===== src/rtl/pcreg_fetch_pkg.sv =====
// Shared types and constants for the fetch-stage PC register / fetch sequencer.
// Holds the reset PC, the sequencer state encoding and the fetch/decode bundle.
package pcreg_fetch_pkg;

  localparam logic [63:0] PC_RESET = 64'h0000_0000_8000_0000;

  typedef enum logic [1:0] {
    FETCH   = 2'd0,
    VALID   = 2'd1,
    DISCARD = 2'd2
  } fetch_state_t;

  typedef struct packed {
    logic        valid;
    logic [63:0] pc;
    logic [31:0] raw_instr;
    logic        exc_misalign;
  } fetch_data_t;

  function automatic logic is_aligned(input logic [63:0] addr);
    return (addr[1:0] == 2'b00);
  endfunction

endpackage


===== src/rtl/pcreg_fetch.sv =====
// PC register and single-outstanding instruction fetch sequencer.
// Issues one bus request at a time and presents the result to decode.
module pcreg_fetch
  import pcreg_fetch_pkg::*;
#(
  parameter logic [63:0] RESET_PC = PC_RESET
) (
  input  logic        clk,
  input  logic        reset,
  input  logic [63:0] pred_pc,
  input  logic        redirect_valid,
  input  logic [63:0] redirect_pc,
  input  logic        stall,
  output logic        ireq_valid,
  output logic [63:0] ireq_addr,
  input  logic        iresp_data_ok,
  input  logic [31:0] iresp_data,
  output logic        f_valid,
  output logic [63:0] f_pc,
  output logic [31:0] f_raw_instr,
  output logic        f_exc_misalign,
  output logic [63:0] pcplus4
);

  fetch_state_t state_reg;
  logic [63:0]  pc_reg;
  logic [63:0]  req_addr_reg;
  fetch_data_t  f_reg;

  always_ff @(posedge clk) begin
    if (!reset) begin
      state_reg          <= FETCH;
      pc_reg             <= RESET_PC;
      req_addr_reg       <= RESET_PC;
      f_reg.valid        <= 1'b0;
      f_reg.pc           <= RESET_PC;
      f_reg.raw_instr    <= 32'h0;
      f_reg.exc_misalign <= 1'b0;
    end else begin
      case (state_reg)
        FETCH: begin
          if (!is_aligned(pc_reg)) begin
            // No bus request was issued, so a redirect simply replaces the target.
            if (redirect_valid) begin
              pc_reg       <= redirect_pc;
              req_addr_reg <= redirect_pc;
            end else begin
              state_reg          <= VALID;
              f_reg.valid        <= 1'b1;
              f_reg.pc           <= pc_reg;
              f_reg.raw_instr    <= 32'h0;
              f_reg.exc_misalign <= 1'b1;
            end
          end else if (iresp_data_ok) begin
            if (redirect_valid) begin
              pc_reg       <= redirect_pc;
              req_addr_reg <= redirect_pc;
            end else begin
              state_reg          <= VALID;
              f_reg.valid        <= 1'b1;
              f_reg.pc           <= req_addr_reg;
              f_reg.raw_instr    <= iresp_data;
              f_reg.exc_misalign <= 1'b0;
            end
          end else if (redirect_valid) begin
            // Request still in flight: keep its address on the bus and drop its data later.
            pc_reg    <= redirect_pc;
            state_reg <= DISCARD;
          end
        end

        VALID: begin
          if (redirect_valid) begin
            pc_reg       <= redirect_pc;
            req_addr_reg <= redirect_pc;
            state_reg    <= FETCH;
            f_reg.valid  <= 1'b0;
          end else if (!stall) begin
            pc_reg       <= pred_pc;
            req_addr_reg <= pred_pc;
            state_reg    <= FETCH;
            f_reg.valid  <= 1'b0;
          end
        end

        DISCARD: begin
          if (redirect_valid) begin
            pc_reg <= redirect_pc;
          end
          if (iresp_data_ok) begin
            req_addr_reg <= redirect_valid ? redirect_pc : pc_reg;
            state_reg    <= FETCH;
          end
        end

        default: begin
          state_reg   <= FETCH;
          f_reg.valid <= 1'b0;
        end
      endcase
    end
  end

  // Outputs are forced quiet for as long as reset is held.
  assign ireq_valid = reset && (((state_reg == FETCH) && is_aligned(pc_reg)) ||
                                (state_reg == DISCARD));
  assign ireq_addr      = req_addr_reg;
  assign f_valid        = reset && f_reg.valid;
  assign f_pc           = f_reg.pc;
  assign f_raw_instr    = f_reg.raw_instr;
  assign f_exc_misalign = f_reg.exc_misalign;
  assign pcplus4        = f_reg.pc + 64'd4;

endmodule


===== config.mk =====
export PLATFORM = sky130hd
export DESIGN_NAME = pcreg_fetch
export DESIGN_NICKNAME = d
export VERILOG_FILES = /design/src/rtl/pcreg_fetch_pkg.sv /design/src/rtl/pcreg_fetch.sv
export SDC_FILE = /design/constraint.sdc
export NUM_CORES = 1
export LEC_CHECK = 0
export BUFFER_PORTS_ARGS = -buffer_cell sky130_fd_sc_hd__buf_2
export CAP_MARGIN = 30
export CORE_MARGIN = 5
export CORE_UTILIZATION = 50
export CTS_CLUSTER_SIZE = 10
export DETAILED_ROUTE_END_ITERATION = 8
export PLACE_DENSITY = 0.91
export SETUP_SLACK_MARGIN = 0.2
export SKIP_CTS_REPAIR_TIMING = 1
export SLEW_MARGIN = 20
export SYNTH_ARGS = -nofsm -noshare
export SYNTH_HDL_FRONTEND = slang
export SYNTH_SLANG_ARGS = --single-unit

===== constraint.sdc =====
create_clock -name clk -period 4.7 [get_ports clk]
set_clock_uncertainty 0.05 [all_clocks]
set_input_delay 0.47 -clock clk [delete_from_list [all_inputs] [get_ports clk]]
set_output_delay 0.47 -clock clk [all_outputs]
set_load 0.01 [all_outputs]

==> impl_metrics.yaml <==
sta:
  rsz0062_at_grt: "no"
  fmax_mhz: 245
  hold_violations: 0
  final.period_utilization_pct: 87.0
  worst-slew-pin-transition_ps: 1020
  final.min_clock_period_ps: 4090
  final-max-slew-violation-count: 0
  setup_violations: 0
  slew_headroom_pct: 31.7
  tns_ps: 0
  layout_setup_ws_ps: 612
pwr:
  ir_drop_v: 0.000296
  p_int_uw: 4180
  seqPwrFrac_pct: 40.0
  p_leak_uw: 0.00716
  p_clk_share_pct: 27.0
  switching_power_uw: 2540
  p_per_area_nw_per_um2: 469
  comb_power_share_pct: 33.0
  sw_frac_of_total_pct: 37.8
grt:
  grt_pass1_vias: 12656
  grt_pass1_wl_um: 68000
  use_met3_pct: 6.30
  grt_max_degree: 121
  met2_usage_pct: 47.8
  grt_util_all_layers_pct: 29.0
  top_usage_layer: "met2"
  use_met1_pct: 37.0
  antenna_found_initial: 1
  overflow: 0
synth:
  ys_types: 46
  syn-num-nets: 1678
  synthArstFlopShare_pct: 0
  synth_cells: 1509
  synthTopCellsByArea: "dfxtp_1 37%, o211a_1 9.9%, buf_4 6.3%"
  synthFlopType: "dfxtp_1"
  synth_area_um2: 12300
  syn_area_per_cell_um2: 8.15
  synth_largest_area_cell: "dfxtp_1"
  ys_ff_latch: 228
  synth_top_area_share_pct: 37.1
  synth_edf_count: 0
  ys_warn_count: 0
  ys_seq_area_share_pct: 37.1
floorplanning:
  fp.coreArea_um2: 24200
  pin_count: 392
  die-width_um: 167
  start_util_pct: 50.7
  dieHeight_um: 167
  die_area_um2: 27800
  row_count: 57
cells_and_area:
  final_nets: 1881
  n_antenna_cell: 0
  area_growth_syn_to_layout_pct: 16.7
  drive_above_1_share_pct: 27.0
  final_cell_count_no_fill: 2044
critical_path:
  critPathTopFamily: "simple AND/OR/NAND/NOR gates"
  path_cells: "nand4_1 > nor4_1 > nand2_1 > nor4_1 > xor2_1 > buf_2"
  arrival_ps: 3570
  cp-startpoint: "f_pc[31]"
  r2r_start: "state_reg[0]"
  cp-start-kind: "flop"
  critPathKind: "reg2out"
  cp_slowest_cell: "nor4_1"
  worstPathRequired_ps: 4180
  cp.buffers_inverters: 1
  crit_top_cell: "nor4_1"
  worst-path-max-fanout: 8
  critPathMaxStageDelay_ps: 960
  critPathCaptureType: "primary output"
clock_network:
  cts_sinks: 228
  cts_buffers: 27
  h-tree-depth: 1
  cts_tree: "yes"
  root_buffer: "clkbuf_16"
  cts.path.max_buffers: 3
  clk_pin_slew_worst_paths_ps: 60
  clk_latency_ps: 530
placement:
  globalplace.congestion: 0.934
  pre_cts_slack_ps: 1310
  placed_cells: 2007
  io_buffer_count: 391
  dpl.hpwl_um: 29000
routing:
  wl_um: 43200
  firstDrtPassIters: 7
  drc: 0
  drt-initial-drc-count: 1833
  routedWlPerCell_um: 21.1
  antenna_left: 0
  vias: 13126
  vias_per_cell: 6.42
status:
  status: "completed"
job:
  drv_cap: 0
min_path:
  holdCritPathClass: "in2reg"
  hp-start: "iresp_data[26]"
## logic make-up (layout without fill, tap and decap cells)
kind of cell	after synthesis	count (layout)	synth area share, %
adder cells (fa/ha/maj)	4	4	0.407
AND/OR/NAND/NOR	411	411	15.6
AO/OA/AOI/OAI	551	551	31.5
buffers and inverters	255	466	11.0
XOR/XNOR	60	60	4.27
flip-flops	228	228	37.1
## layout make-up
class	instances	area [um^2]
inverters	17	63.8
clock buffers	35	716
multi-input cells	1026	6430
clock inverters	2	13.8
fillers	2115	9890
flip-flops and latches	228	4570
well taps	324	405
repair buffers	412	2170
## through the flow
stage / utilization, % / hold WS [ps] / total power [uW] / area (um^2)
finish: 59.2 / 156 / 6730 / 14400
CTS: 59.2 / 138 / 6720 / 14400
detailed placement: 56.2 / 403 / 4900 / 13600
global route: 59.2 / 158 / 7070 / 14400
floorplan: - / 391 / 4150 / 12300
global placement: 56.1 / 397 / 4810 / 13600
## cell usage in the layout (no fill, tap or decap), types with 20 or more instances in the layout
cell type    n
buf_2      390
dfxtp_1    226
nand2_1    194
o21ai_0    126
o211a_1    122
nand3_1    112
a21oi_1     67
a22oi_1     65
o22ai_1     64
o211ai_1    64
xnor2_1     38
a21boi_0    33
clkbuf_16   27
xor2_1      22
nor2_1      21
nand4_1     20
## worst register-to-register path, delay by kind of cell, from the launching register on
family / cells / cell delay [ps]
compound gates: 4 / 1160
fa+ha+maj: 1 / 770
simple gates: 1 / 270
buf+inv: 2 / 590
flops: 1 / 360
## power by group through the flow
stage | logic (uW) | clock network, uW | registers, uW
6_report | 2220 | 1820 | 2690
5_1_grt | 2410 | 1930 | 2730
4_1_cts | 2200 | 1840 | 2670
3_5_place_dp | 2190 | 0 | 2710
3_3_place_gp | 2120 | 0 | 2690
2_1_floorplan | 1510 | 0 | 2650
## worst paths after layout
kind                endpoint  slack (ps)  cells after the start
max              pcplus4[55]         610                      6
min          f_raw_instr[26]         160                      3
max reg2reg        pc_reg[6]        1420                      8
min reg2reg  f_raw_instr[28]         410                      2
## cells in the mapped netlist, types with 2 or more instances
library cell,instances
inv_1,17
o21ai_0,126
dfxtp_1,228
xnor2_1,38
ha_1,4
o211a_1,122
nor4_1,7
and3_1,10
o22ai_1,64
a22oi_1,65
nor2_1,22
a21boi_0,33
a22o_1,2
nor2b_1,4
nand3_1,112
and4_1,2
and2_1,6
buf_2,9
clkbuf_1,117
or2_2,2
buf_1,8
nand2_1,197
xor2_1,22
nor3_1,18
a21oi_1,68
buf_4,104
nand4_1,20
o211ai_1,64
## per-layer routing
metal | vias to the layer above | share of wire [%] | routed length, um
met4 | 2 | 3.9 | 1700
met5 | - | 0.016 | 7
li1 | 5826 | - | -
met3 | 144 | 11 | 4900
met2 | 1017 | 47 | 20400
met1 | 6137 | 38 | 16200
(Power assumes the default switching activity.)
